<file path="src/rtl/dcache_pkg.sv">
// dcache_pkg: shared FSM state type, line geometry and address-split width helpers.
package dcache_pkg;
  typedef enum logic [1:0] {IDLE = 2'd0, REFILL = 2'd1, WRITE = 2'd2} state_t;
  localparam int WORDS_PER_LINE = 4;
  localparam int OFF_W = 2;
  function automatic int idx_w(input int lines);
    return $clog2(lines);
  endfunction
  function automatic int tag_w(input int lines);
    return 32 - OFF_W - 2 - $clog2(lines);
  endfunction
endpackage

</file>
<file path="src/rtl/dcache_data_array.sv">
// dcache_data_array: LINES x 4 x 32 word storage, async read, one-word sync write, no reset.
module dcache_data_array
  import dcache_pkg::*;
#(
  parameter int LINES = 4
) (
  input  logic                    clk_i,
  input  logic                    we,
  input  logic [idx_w(LINES)-1:0] idx,
  input  logic [OFF_W-1:0]        woff,
  input  logic [31:0]             wdata,
  input  logic [OFF_W-1:0]        roff,
  output logic [31:0]             rdata
);
  logic [31:0] mem [LINES][WORDS_PER_LINE];
  assign rdata = mem[idx][roff];
  always_ff @(posedge clk_i)
    if (we) mem[idx][woff] <= wdata;
endmodule

</file>
<file path="src/rtl/dcache_wt.sv">
// dcache_wt: direct-mapped write-through no-write-allocate data cache with line refill.
// Optional DCACHE_STATS_EN adds saturating load hit/miss counters.
module dcache_wt
  import dcache_pkg::*;
#(
  parameter int LINES = 4
) (
  input  logic        clk_i,
  input  logic        rst_i,
  input  logic [31:0] addr_i,
  input  logic [31:0] data_i,
  input  logic        MemRead_i,
  input  logic        MemWrite_i,
  output logic [31:0] data_o,
  output logic        stall_o,
  output logic [31:0] mem_addr_o,
  output logic [31:0] mem_data_o,
  output logic        mem_read_o,
  output logic        mem_write_o,
  input  logic [31:0] mem_data_i,
  input  logic        mem_ack_i
`ifdef DCACHE_STATS_EN
  ,output logic [15:0] hit_cnt_o,
  output logic [15:0] miss_cnt_o
`endif
);
  localparam int IW = idx_w(LINES);
  localparam int TW = tag_w(LINES);
  state_t           state;
  logic [1:0]       cnt;
  logic [LINES-1:0] valid;
  logic [TW-1:0]    tags [LINES];
  logic [IW-1:0]    index;
  logic [TW-1:0]    tag;
  logic [1:0]       offset;
  logic [31:0]      rdata;
  logic             hit, read_hit, read_miss, last_ack, we;
  assign offset    = addr_i[3:2];
  assign index     = addr_i[4 +: IW];
  assign tag       = addr_i[31 -: TW];
  assign hit       = valid[index] && tags[index] == tag;
  assign read_hit  = state == IDLE && MemRead_i && !MemWrite_i && hit;
  assign read_miss = state == IDLE && MemRead_i && !MemWrite_i && !hit;
  assign last_ack  = state == REFILL && mem_ack_i && cnt == 2'd3;
  // stall is masked during reset so every output sits at its reset value
  assign stall_o     = rst_i && ((state == IDLE && (MemRead_i || MemWrite_i) && !read_hit) ||
                                 state == REFILL || (state == WRITE && !mem_ack_i));
  assign data_o      = read_hit ? rdata : 32'd0;
  assign mem_read_o  = state == REFILL;
  assign mem_write_o = state == WRITE;
  assign mem_addr_o  = state == REFILL ? {addr_i[31:4], cnt, 2'b00} :
                       state == WRITE  ? (addr_i & ~32'h3) : 32'd0;
  assign mem_data_o  = state == WRITE ? data_i : 32'd0;
  assign we          = (state == REFILL && mem_ack_i) || (state == WRITE && mem_ack_i && hit);
  dcache_data_array #(.LINES(LINES)) u_data (
    .clk_i (clk_i),
    .we    (we),
    .idx   (index),
    .woff  (state == REFILL ? cnt : offset),
    .wdata (state == REFILL ? mem_data_i : data_i),
    .roff  (offset),
    .rdata (rdata)
  );
  // the line is invalidated on refill entry so a reset mid-refill leaves it invalid
  always_ff @(posedge clk_i or negedge rst_i)
    if (!rst_i) begin
      state <= IDLE;
      cnt   <= 2'd0;
      valid <= '0;
    end else if (state == IDLE) begin
      if (MemWrite_i) state <= WRITE;
      else if (read_miss) begin
        state        <= REFILL;
        cnt          <= 2'd0;
        valid[index] <= 1'b0;
      end
    end else if (mem_ack_i) begin
      if (state == REFILL) begin
        cnt <= cnt + 2'd1;
        if (cnt == 2'd3) begin
          valid[index] <= 1'b1;
          state        <= IDLE;
        end
      end else state <= IDLE;
    end
  always_ff @(posedge clk_i)
    if (last_ack) tags[index] <= tag;
`ifdef DCACHE_STATS_EN
  always_ff @(posedge clk_i or negedge rst_i)
    if (!rst_i) begin
      hit_cnt_o  <= 16'd0;
      miss_cnt_o <= 16'd0;
    end else begin
      if (read_hit && hit_cnt_o != 16'hFFFF) hit_cnt_o <= hit_cnt_o + 16'd1;
      if (read_miss && miss_cnt_o != 16'hFFFF) miss_cnt_o <= miss_cnt_o + 16'd1;
    end
`endif
endmodule

</file>
<file path="config.mk">
export PLATFORM = sky130hd
export DESIGN_NAME = dcache_wt
export DESIGN_NICKNAME = d
export VERILOG_FILES = /design/src/rtl/dcache_pkg.sv /design/src/rtl/dcache_data_array.sv /design/src/rtl/dcache_wt.sv
export SDC_FILE = /design/constraint.sdc
export NUM_CORES = 1
export LEC_CHECK = 0
export BUFFER_PORTS_ARGS = -buffer_cell sky130_fd_sc_hd__buf_2
export CORE_MARGIN = 8
export CORE_UTILIZATION = 40
export CTS_CLUSTER_DIAMETER = 100
export DETAILED_ROUTE_END_ITERATION = 8
export PLACE_DENSITY = 0.63
export SYNTH_ARGS = -nofsm -noshare
export SYNTH_HDL_FRONTEND = slang
export SYNTH_SLANG_ARGS = --single-unit
</file>
<file path="constraint.sdc">
create_clock -name clk_i -period 5.35 [get_ports clk_i]
set_clock_uncertainty 0.1 [all_clocks]
set_input_delay 1.07 -clock clk_i [delete_from_list [all_inputs] [get_ports clk_i]]
set_output_delay 1.07 -clock clk_i [all_outputs]
set_load 0.005 [all_outputs]
</file>
# After elaboration in Yosys (flattened, before gate mapping)
# Memory sizes are Yosys's and may differ from the RTL's.
# Index checks and enable logic that the tools add are counted.
[word_totals]
ram_bits = 616
out_inout_bits = 99
wordCells = 90
memories = 2
inputBits = 101
reg_bits = 8
[mem_list]
columns = ["name", "words", "width", "rd", "rd_ports_with_merged_regs", "wr", "line_no", "source"]
rows = [
  ["u_data.mem", 4, 128, 1, 0, 1, "dcache_data_array.sv:15", "logic [31:0] mem [LINES][WORDS_PER_LINE];"],
  ["tags", 4, 26, 1, 0, 1, "dcache_wt.sv:32", "logic [TW-1:0] tags [LINES];"],
]
[classes]
n_addsub = 1
n_mux = 36
n_reduce_logical = 30
eq_ne = 8
magnitude_cmp = 5
bitwise_logic = 5
[op_table]
columns = ["operator", "count"]
rows = [
  ["two-way mux 32 bit", 8],
  ["two-way mux 128 bit", 1],
  ["binary-select mux 32 bit (select 2 bit)", 1],
  ["demux 32 bit (select 2 bit)", 1],
  ["== test 26 bit", 1],
  ["two-way mux 2 bit", 12],
  ["two-way mux 4 bit", 6],
  ["logical AND 1 bit", 15],
  ["greater-or-equal comparator 3 bit, second input constant", 2],
  ["NOT 2 -> 3 bit", 2],
  ["nonzero test 2 bit", 3],
  ["two-way mux 1 bit", 5],
  ["AND reduction 5 bit", 1],
  ["AND 4 bit", 1],
  ["== test 2 bit, second input constant", 2],
  ["logical NOT 1 bit", 4],
  ["logical OR 1 bit", 4],
  ["!= test 2 bit, second input constant", 2],
  ["NOT 4 bit", 1],
  ["bitwise OR 4 bit", 1],
  ["AND reduction 4 bit", 1],
  ["less-than comparator 2 x 3 -> 1 bit, second input constant", 1],
  ["less-than comparator 3 x 1 -> 1 bit, second input constant", 1],
  ["!= test 3 x 1 -> 1 bit, second input constant", 1],
  ["other kinds (8)", 8],
]

# Depth between registers and ports, before layout
[logic_depth]
ltp_word = 9
depth_mapped = 12
mapped_depth_nobuf = 7

# Cells and area by module
# Synthesis repeated with hierarchy kept, for this count alone.
[unflattened]
cells_unflattened = 1268
hier_area_um2 = 25443.2
[by_module_without_submodules]
columns = ["mod", "area_each_um2", "seq_area_each_um2", "n_inst", "cells_per_inst"]
rows = [
  ["dcache_data_array", 19222.2, 15374.7, 1, 808],
  ["dcache_wt", 6221.0, 3323.2, 1, 460],
]

# Worst setup path before layout
# Ideal clock, no wire load.
[synth_path]
path_kind = "input -> register"
start = "in addr_i[4]"
end = "mem u_data.mem[3][0] in the netlist's numbering, enable pin"
path_slack_ns = -0.462
required_ns = 4.782
path_buffers = 2
arrival_time_ns = 5.244
cell_stages = 9
setup_time_ns = 0.468
cell_sequence = "buf_6 > buf_12 > mux4_1 > xnor2_1 > nand4_1 > nor4_1 > and3_1 > a41oi_4 > nor3b_1"
[synth_via]
elab_chain_len = 7
elab_cells_between_ends = 9
classes_between = "1 x eq/ne; 4 x mux; 3 x reduce/logical; 1 x memory"
[synth_rtl]
columns = ["item", "line_no", "source"]
rows = [
  ["start: declaration", "dcache_wt.sv:10", "input logic [31:0] addr_i,"],
  ["memory (4 x 26 bit) / binary-select mux 1 bit (select 2 bit) (equally long branches)", "n/a", ""],
  ["== test 26 bit / two-way mux 1 bit (equally long branches)", "dcache_wt.sv:41", "assign hit = valid[index] && tags[index] == tag;"],
  ["logical AND 1 bit", "dcache_wt.sv:41", ""],
  ["logical AND 1 bit", "dcache_wt.sv:54", "assign we = (state == REFILL && mem_ack_i) || (state == WRITE && mem_ack_i && hit);"],
  ["logical OR 1 bit", "dcache_wt.sv:54", ""],
  ["two-way mux 1 bit", "dcache_data_array.sv:18", "if (we) mem[idx][woff] <= wdata;"],
  ["two-way mux 128 bit (implied by the code)", "dcache_data_array.sv:18", ""],
  ["end: declaration", "dcache_data_array.sv:15", ""],
]
# Parallel ways exist; a longest one is shown, timed or not. The select of a mux whose other input is x is not followed.

# Worst setup path in the final report
[layout_path]
start = "in addr_i[4]"
end = "out data_o[0]"
[layout_via]
elab_chain_len = 5
elab_cells_between_ends = 11
classes_between = "1 x eq/ne; 6 x mux; 2 x reduce/logical; 2 x memory"
[layout_rtl]
columns = ["item", "line_no", "source"]
rows = [
  ["memory (4 x 26 bit) (tied with other cells)", "n/a", ""],
  ["== test 26 bit (tied with other cells)", "dcache_wt.sv:41", ""],
  ["logical AND 1 bit / two-way mux 32 bit (equally long branches)", "dcache_wt.sv:41, dcache_data_array.sv:16", ""],
  ["logical AND 1 bit / two-way mux 32 bit (equally long branches)", "dcache_wt.sv:42, dcache_data_array.sv:16", ""],
  ["two-way mux 32 bit *", "dcache_wt.sv:48", "assign data_o = read_hit ? rdata : 32'd0;"],
  ["end: declaration", "dcache_wt.sv:14", "output logic [31:0] data_o,"],
]
# Every way passes the cells marked *; elsewhere a longest branch is shown, timed or not. The select of a mux whose other input is x is not followed.

==> flow_metrics.env <==
export IMPL_area_delta_synth_final_pct=17.8
export IMPL_status="finished clean"
export IMPL_hold_violations=0
export IMPL_path_class="input pin to output port"
export IMPL_finalInstanceArea_um2=29600
export IMPL_synthesis_area_um2=25100
export IMPL_synth_fa_ha_area_share_pct=0.0498
export IMPL_maxSlewHeadroom_pct=40.4
export IMPL_io_buffers=195
export IMPL_ys_warnings_count=0
export IMPL_fp_dieH_um=267
export IMPL_cts_tree="done"
export IMPL_netlist_area_leader_share_pct=73.6
export IMPL_finalCriticalPeriod_ns=4.85
export IMPL_regArea_um2=18700
export IMPL_grt_use_total_pct=15.9
export IMPL_diodes=0
export IMPL_synth_top_family_by_area="multiplexers"
export IMPL_power_mw=11.6
export IMPL_cts_post_setup_buffers_inserted=0
export IMPL_drt_total_wl_um=56700
export IMPL_cts_buffers=66
export IMPL_crit_path_start_kind="input pin"
export IMPL_start_util_pct=40.1
export IMPL_vias_per_cell=5.28
export IMPL_fillCellCount=5216
export IMPL_synth_cell_types=53
export IMPL_synthXorXnorAreaFrac_pct=0.836
export IMPL_dp_hpwl_um=32000
export IMPL_clockBufferDepth=3
export IMPL_root_buffer="clkbuf_16"
export IMPL_overflow=0
export IMPL_drtIter0Drc=875
export IMPL_ys_ff_latch=624
export IMPL_syn_avg_cell_area_um2=21.6
export IMPL_cap_violations=0
export IMPL_synth_top_cell_by_area="edfxtp_1"
export IMPL_cts_resized_gates=0
export IMPL_rsz0062_at_grt="no"
export IMPL_drc=0
export IMPL_die_w_um=267
export IMPL_mostFrequentLayoutCell="edfxtp_1"
export IMPL_synth_edf_count=616
export IMPL_synth_simple_gate_area_share_pct=4.01
export IMPL_grt_first_pass_wirelength_um=83900
export IMPL_async_reset_ff_share_pct=1.28
export IMPL_synth_compound_area_share_pct=1.14
export IMPL_antenna_found_initial=0
export IMPL_row_count=92
export IMPL_cts_sinks=624
export IMPL_required_ns=4.18
export IMPL_clk_pin_slew_ns=0.06
export IMPL_drive_gt1_share_pct=39.0
export IMPL_clkLatencyLatePin_ns=0.59
export IMPL_ctsHoldBuffers=0
export IMPL_ios=200
export IMPL_critPathMaxFanout=75
export IMPL_p_per_area_nw_per_um2=392
export IMPL_finalSetupTns_ns=0
export IMPL_htree_levels=3
export IMPL_cp_end_kind="output port"
export IMPL_drtAntennaViolNets=0
export IMPL_period_share_pct=90.7
export IMPL_die_area_um2=71100
export IMPL_p_leak_nw=9.85
export IMPL_core_area_um2=62600
export IMPL_dpl_cell_area_um2=27500
export IMPL_finalMaxSlewViolations=0
export IMPL_grt_max_degree=105
export IMPL_vias=12180
export IMPL_hp_class="input pin to async pin"
export IMPL_synthMuxAreaShare_pct=18.2
export IMPL_fmax_mhz=206
export IMPL_multiInputGateArea_um2=6230
export IMPL_ir_drop_v=0.000216
export IMPL_grt_pass1_vias=12912
export IMPL_ys_seq_area_share_pct=74.4
export IMPL_tightest_slew_ns=0.895
export IMPL_wire_per_inst_um=24.6
export IMPL_synth_top_cells_by_area="edfxtp_1 74%, mux4_2 15%, and2_1 1.5%"
export IMPL_gp_congestion=0.733
export IMPL_setup_viol=0
export IMPL_ys_flop_type="edfxtp_1"
export IMPL_worstPathArrival_ns=3.68
export IMPL_layout_nets=1516
export IMPL_layout_common_cells="616 x edfxtp_1, 193 x buf_2, 168 x mux4_2"
export IMPL_synth_cells=1165
export IMPL_dr_pass1_iters=7
[synthesized netlist by cell type (2+ instances only)]
| cell | instances |
|---|---|
| nand3_1 | 3 |
| buf_2 | 18 |
| nand2_1 | 24 |
| mux4_2 | 168 |
| mux4_1 | 6 |
| buf_6 | 3 |
| dfrtp_1 | 8 |
| nor3b_1 | 4 |
| a22o_1 | 4 |
| mux2i_1 | 26 |
| and2_1 | 61 |
| buf_1 | 2 |
| a21oi_1 | 6 |
| o211ai_1 | 4 |
| mux2_2 | 33 |
| nand3b_1 | 2 |
| nor3_1 | 4 |
| o22ai_1 | 2 |
| buf_4 | 3 |
| a211oi_1 | 2 |
| edfxtp_1 | 616 |
| o21ai_0 | 9 |
| and3_1 | 2 |
| xor2_1 | 4 |
| inv_1 | 3 |
| xnor2_1 | 20 |
| a31oi_1 | 2 |
| nor2_1 | 26 |
| o211a_1 | 2 |
| nand2b_1 | 5 |
| or2_2 | 2 |
| nor2b_1 | 34 |
| buf_12 | 2 |
| clkbuf_1 | 36 |
[final timing paths]
| kind | start | end | slack [ns] | cells after the start |
|---|---|---|---|---|
| worst min register to register | flop | flop | 0.44 | 2 |
| worst max-delay path | addr_i[4] | data_o[0] | 0.50 | 8 |
| max in group asynchronous | rst_i | cnt[0]$_DFFE_PN0P_ | 4.73 | 1 |
| worst min-delay path | rst_i | async pin | 0.23 | 1 |
| worst max register to register | tags[1][24]$_DFFE_PP_ | u_data.mem[3][53]$_DFFE_PP_ | 1.73 | 11 |
| min in group clk_i | flop | flop | 0.44 | 2 |
[metal layers]
| metal | part of all wire (%) | up-vias | global-route usage (%) |
|---|---|---|---|
| met4 | 2.4 | 0 | 4.48 |
| met2 | 51 | 353 | 27.0 |
| met3 | 5.6 | 89 | 3.27 |
| met5 | 0 | - | 0 |
| met1 | 41 | 6413 | 20.6 |
| li1 | - | 5325 | - |
[report_power, final]
group	internal (mW)	total (mW)	leakage, nW	switching [mW]
Clock	2.63	4.50	1.04	1.87
Sequential	5.72	5.76	5.65	0.0421
Combinational	0.513	1.33	3.16	0.813
[flip-flops by register name, summed over array words and instances, names as in the netlist, named ones only]
register	cells
state	2
u_data.mem	512
tags	104
cnt	2
[final cells by class]
| cell class | instances | share of cell area, % |
|---|---|---|
| Clock inverter | 41 | 1.47 |
| Clock buffer | 76 | 5.71 |
| Inverter | 3 | 0.0380 |
| Sequential cell | 624 | 63.2 |
| Timing Repair Buffer | 244 | 4.98 |
| Tap cell | 846 | 3.58 |
| Multi-Input combinational cell | 475 | 21.1 |
[worst max-delay path: stages]
cell,delay [ns]
buf_8,0.15
buf_12,0.24
buf_4,0.19
buf_12,0.47
mux4_2,0.61
mux4_2,0.55
and2b_1,0.19
buf_2,0.12
[cells by family after synthesis]
family | Yosys count
and+or+nand+nor | 176
other | 1
buffers and inverters | 67
xor gates and xnor gates | 24
AOI/OAI and AO/OA | 39
adders and majority gates | 1
DFF | 624
muxes | 233
[metrics by stage]
stage               utilization [%]  hold slack, ns  instances  setup slack [ns]
global placement               43.9           0.423       2192             0.474
detailed placement             43.9           0.428       2192             0.456
CTS                            47.3           0.197       2309             0.455
floorplan                         -           0.395       1166            -0.462
finish                         47.3           0.232       2309             0.496
global route                   47.3           0.220       2309             0.340
Note: power is estimated with default switching activity, not from simulation.
